$ cat config.mk
export PLATFORM = sky130hd
export DESIGN_NAME = dfm_measure
export DESIGN_NICKNAME = d
export VERILOG_FILES = /design/src/rtl/dfm_measure.sv
export SDC_FILE = /design/constraint.sdc
export NUM_CORES = 1
export LEC_CHECK = 0
export ABC_AREA = 1
export CORE_MARGIN = 4
export CORE_UTILIZATION = 30
export CTS_BUF_LIST = sky130_fd_sc_hd__clkbuf_8
export DETAILED_ROUTE_END_ITERATION = 8
export DONT_BUFFER_PORTS = 1
export GPL_TIMING_DRIVEN = 0
export SYNTH_ARGS = -nofsm -noshare
export SYNTH_HDL_FRONTEND = slang
export SYNTH_SLANG_ARGS = --single-unit
$ cat constraint.sdc
create_clock -name clk_i -period 3.8 [get_ports clk_i]
set_input_delay 0.76 -clock clk_i [delete_from_list [all_inputs] [get_ports clk_i]]
set_output_delay 0.76 -clock clk_i [all_outputs]
set_load 0.02 [all_outputs]
$ cat src/rtl/dfm_measure.sv
// -----------------------------------------------------------------------------
// dfm_measure
// Reciprocal frequency / duty measurement engine. A gate of reg_gate_time_i
// clk_i cycles is opened on a rising edge of sig_i and closed on the first
// rising edge after the gate time has elapsed. The result
// {high-time, edge count, ref count} goes to the register file through its
// 96-bit result write port.
//
// Ports
//   clk_i            in   1   reference clock, count time base
//   rst_n_i          in   1   asynchronous active-low reset
//   en_i             in   1   1 = measure continuously, 0 = abort / idle
//   sig_i            in   1   signal under test, asynchronous to clk_i
//   reg_gate_time_i  in   32  gate time in clk_i cycles (0 treated as 1)
//   res_wr_en_o      out  1   one-cycle result write strobe
//   res_wr_addr_o    out  3   constant 3'b100 (96-bit result write)
//   res_wr_data_o    out  96  [31:0] ref_cnt, [63:32] sig_cnt, [95:64] pwm_cnt
//   busy_o           out  1   1 while the engine is not idle
//   timeout_o        out  1   qualifies res_wr_en_o as a timeout result
// -----------------------------------------------------------------------------
module dfm_measure #(
    parameter logic [31:0] TIMEOUT_CYCLES = 32'd100_000_000
) (
    input  logic        clk_i,
    input  logic        rst_n_i,
    input  logic        en_i,
    input  logic        sig_i,
    input  logic [31:0] reg_gate_time_i,
    output logic        res_wr_en_o,
    output logic [2:0]  res_wr_addr_o,
    output logic [95:0] res_wr_data_o,
    output logic        busy_o,
    output logic        timeout_o
);

    typedef enum logic [2:0] {
        S_IDLE  = 3'd0,
        S_ARM   = 3'd1,
        S_GATE  = 3'd2,
        S_CLOSE = 3'd3,
        S_DONE  = 3'd4
    } state_t;

    // Saturating increment: counters stick at all-ones instead of wrapping.
    function automatic logic [31:0] sat_inc(input logic [31:0] v);
        if (v == 32'hFFFF_FFFF) begin
            return v;
        end else begin
            return v + 32'd1;
        end
    endfunction

    state_t      state_q, state_d;
    logic        sync1_q, sig_s_q, sig_dly_q;
    logic [31:0] tmr_q, tmr_d;
    logic [31:0] to_cnt_q, to_cnt_d;
    logic [31:0] ref_q, ref_d;
    logic [31:0] sigc_q, sigc_d;
    logic [31:0] pwm_q, pwm_d;
    logic        wr_en_q, wr_en_d;
    logic [95:0] wr_data_q, wr_data_d;
    logic        busy_q;
    logic        timeout_q, timeout_d;
    logic        rise_s;
    logic [31:0] gate_len_s;

    assign rise_s     = sig_s_q & ~sig_dly_q;
    assign gate_len_s = (reg_gate_time_i == 32'd0) ? 32'd1 : reg_gate_time_i;

    // Two-flop synchronizer plus delay stage for rising-edge detection.
    always_ff @(posedge clk_i or negedge rst_n_i) begin
        if (!rst_n_i) begin
            sync1_q   <= 1'b0;
            sig_s_q   <= 1'b0;
            sig_dly_q <= 1'b0;
        end else begin
            sync1_q   <= sig_i;
            sig_s_q   <= sync1_q;
            sig_dly_q <= sig_s_q;
        end
    end

    // Next-state, counter and result logic.
    always_comb begin
        state_d   = state_q;
        tmr_d     = tmr_q;
        to_cnt_d  = to_cnt_q;
        ref_d     = ref_q;
        sigc_d    = sigc_q;
        pwm_d     = pwm_q;
        wr_en_d   = 1'b0;
        wr_data_d = 96'd0;
        timeout_d = 1'b0;
        if (!en_i) begin
            // Abort: counters are left as they are until the next gate opens.
            state_d  = S_IDLE;
            to_cnt_d = 32'd0;
        end else begin
            case (state_q)
                S_IDLE: begin
                    state_d  = S_ARM;
                    to_cnt_d = 32'd0;
                end
                S_ARM: begin
                    if (rise_s) begin
                        state_d = S_GATE;
                        ref_d   = 32'd0;
                        sigc_d  = 32'd0;
                        pwm_d   = 32'd0;
                        tmr_d   = gate_len_s - 32'd1;
                    end else if (to_cnt_q == TIMEOUT_CYCLES - 32'd1) begin
                        state_d   = S_DONE;
                        wr_en_d   = 1'b1;
                        timeout_d = 1'b1;
                    end else begin
                        to_cnt_d = to_cnt_q + 32'd1;
                    end
                end
                S_GATE: begin
                    ref_d  = sat_inc(ref_q);
                    pwm_d  = sig_s_q ? sat_inc(pwm_q) : pwm_q;
                    sigc_d = rise_s ? sat_inc(sigc_q) : sigc_q;
                    // A rise in the final gate cycle is counted but never closes.
                    if (tmr_q == 32'd0) begin
                        state_d  = S_CLOSE;
                        to_cnt_d = 32'd0;
                    end else begin
                        tmr_d = tmr_q - 32'd1;
                    end
                end
                S_CLOSE: begin
                    ref_d  = sat_inc(ref_q);
                    pwm_d  = sig_s_q ? sat_inc(pwm_q) : pwm_q;
                    sigc_d = rise_s ? sat_inc(sigc_q) : sigc_q;
                    if (rise_s) begin
                        state_d   = S_DONE;
                        wr_en_d   = 1'b1;
                        wr_data_d = {pwm_d, sigc_d, ref_d};
                    end else if (to_cnt_q == TIMEOUT_CYCLES - 32'd1) begin
                        state_d   = S_DONE;
                        wr_en_d   = 1'b1;
                        timeout_d = 1'b1;
                    end else begin
                        to_cnt_d = to_cnt_q + 32'd1;
                    end
                end
                S_DONE: begin
                    // DONE lasts one cycle, so strobes can never be adjacent.
                    state_d  = S_ARM;
                    to_cnt_d = 32'd0;
                end
                default: begin
                    state_d = S_IDLE;
                end
            endcase
        end
    end

    // State, counters and registered outputs.
    always_ff @(posedge clk_i or negedge rst_n_i) begin
        if (!rst_n_i) begin
            state_q   <= S_IDLE;
            tmr_q     <= 32'd0;
            to_cnt_q  <= 32'd0;
            ref_q     <= 32'd0;
            sigc_q    <= 32'd0;
            pwm_q     <= 32'd0;
            wr_en_q   <= 1'b0;
            wr_data_q <= 96'd0;
            busy_q    <= 1'b0;
            timeout_q <= 1'b0;
        end else begin
            state_q   <= state_d;
            tmr_q     <= tmr_d;
            to_cnt_q  <= to_cnt_d;
            ref_q     <= ref_d;
            sigc_q    <= sigc_d;
            pwm_q     <= pwm_d;
            wr_en_q   <= wr_en_d;
            wr_data_q <= wr_data_d;
            busy_q    <= (state_d != S_IDLE);
            timeout_q <= timeout_d;
        end
    end

    assign res_wr_en_o   = wr_en_q;
    assign res_wr_addr_o = 3'b100;
    assign res_wr_data_o = wr_data_q;
    assign busy_o        = busy_q;
    assign timeout_o     = timeout_q;

endmodule

# Word-level counts from Yosys, hierarchy flattened
# Cells that the tools add are included.
# word_totals
word_cells,81
ff_bits,265
in_bits,36
# classes
n_bitwise,2
reduce_logical,12
n_eq_ne,14
addsub,6
n_mux,34
# op_table
cell,count
$mux 32,13
$mux 96,3
$pmux 32 s2,4
$add 32x1->32 const B,4
$eq 32x32->1 const B,3
$pmux 32 s3,1
$logic_not 32->1,2
$sub 32x1->32 const B,2
$eq 32x27->1 const B,1
$mux 3,5
$pmux 3 s4,1
$ne 3x3->1 const B,3
$reduce_and 4->1,2
$eq 3x2->1 const B,2
$mux 1,6
$reduce_or 2->1,3
$ne 2x2->1 const B,2
$ne 4x3->1 const B,1
$reduce_bool 2->1,2
$eq 3x1->1 const B,1
$eq 3x3->1 const B,1
$logic_not 3->1,1
$reduce_and 3->1,1
$reduce_bool 3->1,1
3 further kinds,3

# Logic depth before layout (Yosys ltp)
# depth
word_depth,6
depth_mapped,17
depth_no_buf,16

# Worst setup path before layout
# OpenSTA, ideal clock, no wires.
# synth_timing
kind,input to register
start,in reg_gate_time_i[8]
end,reg tmr_q[24]
required_ns,3.683
slack_ns,1.609
arrival_time_ns,2.074
path_buffers,0
setup_time_ns,0.117
cell_stages,15
path_cell_list,nor2_1 > nand2_1 > nor2_1 > nand2_1 > o21ai_2 > nand2_4 > ha_1 > nand2_1 > nor2_2 > nand3_2 > clkinv_1 > nand2_1 > nand2_1 > nand3_1 > nand2_1
# synth_between
elab_chain_cells,5
# synth_rtl
element,line,text
from (decl),28,"input logic [31:0] reg_gate_time_i,"
$logic_not 32->1,68,assign gate_len_s = (reg_gate_time_i == 32'd0) ? 32'd1 : reg_gate_time_i;
$mux 32 (*),68,
$sub 32x1->32 (*),110,tmr_d = gate_len_s - 32'd1;
$mux 32 (*),105,if (rise_s) begin
$pmux 32 s2 (*),99,case (state_q)
to (signal assigned),174,tmr_q <= tmr_d;
to (decl),55,"logic [31:0] tmr_q, tmr_d;"
# Mark *: on every way between the ends. The rest lies on a longest branch, timed or not. The select of a mux whose other input is x is not followed.
# A chain may end at the register's enable or synchronous reset.

# Worst setup path in the final report
# layout_timing
start,reg state_q[2]
end,reg wr_data_q[55] (netlist: res_wr_data_o[55])
# layout_between
elab_chain_cells,3
# layout_rtl
element,line,text
from (decl),53,"state_t state_q, state_d;"
from (signal assigned),173,state_q <= state_d;
$eq 3x2->1,99,
$mux 96,99,
$mux 96,94,if (!en_i) begin
via wr_data_d[55],61,"logic [95:0] wr_data_q, wr_data_d;"
to (signal assigned),180,wr_data_q <= wr_data_d;
to (decl),61,
# The timed path passes the listed nets, and every way through them passes these cells.

==> metrics.yaml <==
outcome:
  status: "finished with violations"
  violations: "negative hold slack"
global_routing:
  grt_pass1_vias: 13520
  grt.overflow.total: 0
  grt_max_degree: 266
  grtUsageTotal: 0.1783
  grt_pass1_wl_um: 75960
  antenna_found_initial: 1
floorplanning:
  initial_core_util: 0.3040
  rows: 81
  dieWidth_um: 230.9
  dieArea_mm2: 0.05333
  fp.coreArea_mm2: 0.04905
  ios: 138
  die_h_um: 230.9
place:
  port_buffers: 0
  dp_hpwl_um: 36150
  gp_congestion: 0.9556
clock_network:
  cts_sinks: 265
  cts-root-buf: "clkbuf_8"
  htree_num_levels: 2
  cts_buffer_depth: 3
  cts_resized: 0
  cts_tree: "yes"
  clkLatencyLatePin_ps: 630
  cts_setup_buffers: 0
  clkTransAtPathRegs_ps: 70
  cts_buffers: 48
setup_path:
  worstPathArrival_ps: 3490
  cp_num_buf_inv: 3
  cp-end-kind: "flop"
  critPathKind: "flop to flop"
  crit_path_start_kind: "flop"
  worstPathMaxFanout: 10
  cp_top_family: "simple AND/OR/NAND/NOR gates"
  worst_path_max_delay_cell: "clkbuf_1"
  required_ps: 4310
  critical_path.cell_chain: "nor2_4, inv_2, nor2_1, nand2_1, clkbuf_1, clkbuf_1, nor2_1"
  slowest_delay_ps: 550
sta:
  fin_crit_ps: 2974
  tightest_slew_ps: 1102
  setup_tns_ps: 0
  rsz0062_at_grt: "false"
  fin_crit_sh: 0.7826
  max_slew_margin: 0.2656
  finClkSkew_ps: 32.08
  hold_viol: 265
  slew_viol_final: 0
  timing.hold.ws_ps: -147.0
  setup_viol: 0
  fmax_mhz: 336.2
synthesis:
  ys_types: 44
  ys_seq_area_frac: 0.4447
  synthFlopType: "dfrtp_1"
  ys.warnings.count: 0
  ys_seq_elements: 265
  async_flop_share: 1.000
  netlist_instances: 2026
  synth_edf_count: 0
  syn-cell-area_mm2: 0.01491
  syn_area_per_cell_um2: 7.360
finish:
  n_fill_cell: 5331
  multi_input_area_mm2: 0.007191
  final_cell_mix: "543 x nand2_1, 265 x dfrtp_1, 263 x nor2_1, 193 x inv_1, 122 x o21ai_0"
  seq_area_mm2: 0.006631
  final_nets: 2118
  final_common_cell: "nand2_1"
  utilization: 0.3432
  area_delta_synth_final_pct: 12.91
  drive_gt1_frac: 0.06856
drt:
  viasPerCell: 4.955
  vias: 13780
  wl_per_cell_um: 17.46
  initialDrtViolationCount: 1172
  drt-total-wl_um: 48540
  drtAntennaViolNets: 0
  drt-pass1-iter-count: 5
  drc: 0
pwr:
  peakVddDrop_v: 0.0002210
  p_leak_nw: 7.191
  power_density_mw_per_mm2: 409.0
min_path:
  hold_path_class: "input port to async pin"
run:
  max-cap-violations: 0
==> sequential cells by signal, summed over array words and instances (netlist names) <==
name           flops
res_wr_data_o     96
pwm_q             32
ref_q             32
sigc_q            32
tmr_q             32
to_cnt_q          32
state_q            3
busy_o             1
res_wr_en_o        1
sig_dly_q          1
sig_s_q            1
sync1_q            1
timeout_o          1
==> synthesized netlist by cell type, types with 3 or more instances <==
library cell  number  area [um2]
a21o_1             3       22.52
a21oi_1           26       130.1
and2_1             6       37.54
buf_1             10       37.54
buf_2              9       45.04
buf_4              5       37.54
buf_6              3       33.78
clkbuf_1          51       191.4
dfrtp_1          265        6631
ha_1               5       62.56
inv_1            184       690.7
inv_2             13       48.80
nand2_1          543        2038
nand2_2            5       31.28
nand3_1          115       575.6
nand3_2            3       30.03
nand3b_1           4       30.03
nand4_1           46       287.8
nor2_1           263       987.2
nor2_2            12       75.07
nor2_4             3       33.78
nor3_1            78       390.4
nor4_1            18       112.6
o21ai_0          122       610.6
o21ai_1           39       195.2
o21ai_2            4       35.03
o21bai_1           5       37.54
o22ai_1           49       306.5
or2_2              5       31.28
xnor2_1           17       148.9
xor2_1            98       858.3
==> cell type report <==
class / instances / share of cell area
Clock inverter: 28 / 0.01553
Sequential cell: 265 / 0.3939
Buffer: 78 / 0.02051
Antenna cell: 1 / 0.0001486
Clock buffer: 60 / 0.04905
Tap cell: 664 / 0.04935
Multi-Input combinational cell: 1485 / 0.4271
Inverter: 199 / 0.04437
==> per-stage QoR <==
stage	setup slack [ps]	power, mW	hold WS (ps)	std cells	instance area, um2
finish	825.9	6.885	-147.0	2780	16830
global route	657.2	7.256	-193.7	2780	16830
CTS	726.5	7.000	-218.0	2779	16830
detailed placement	451.9	3.882	345.7	2691	15750
global placement	475.6	3.869	339.3	2691	15750
floorplan	1609	3.662	331.2	2027	14910
==> worst reg2reg max path, stage by stage, from the launching register on <==
cell and delay [ps]:
dfrtp_1 460, nor2_4 330, inv_2 150, nor2_1 350
nand2_1 300, clkbuf_1 550, clkbuf_1 410, nor2_1 300
==> cell families after synthesis <==
| kind of cell | Yosys count | share of synthesized area |
|---|---|---|
| xor+xnor | 115 | 0.06755 |
| other cells | 2 | 0.0005037 |
| compound gates | 253 | 0.09231 |
| simple gates | 1109 | 0.3174 |
| fa+ha+maj | 5 | 0.004196 |
| flops | 265 | 0.4447 |
| buf+inv | 277 | 0.07326 |
==> metal layers <==
layer / track usage / share of wire
met5: 0 / 0
met4: 0.07837 / 0.040
met3: 0.02875 / 0.053
met2: 0.2780 / 0.45
met1: 0.2451 / 0.46
==> power breakdown <==
part,internal [mW],switching (mW),leakage [nW]
clock,1.77,1.28,0.593
sequential,2.99,0.161,3.63
combinational,0.228,0.463,2.96
==> worst paths after layout <==
| check | slack, ps | from | cells past startpoint | end |
|---|---|---|---|---|
| max | 830 | state_q[2] | 7 | res_wr_data_o[55] |
| min | -150 | rst_n_i | 0 | res_wr_data_o[67] |
| max reg2reg | 830 | state_q[2] | 7 | res_wr_data_o[55] |
| min reg2reg | 350 | sync1_q | 0 | sig_s_q |
| max in group asynchronous | 3410 | rst_n_i | 0 | ref_q[18] |
| min in group clk_i | 180 | sig_i | 0 | sync1_q |
Note: power is estimated with default switching activity, not from simulation.
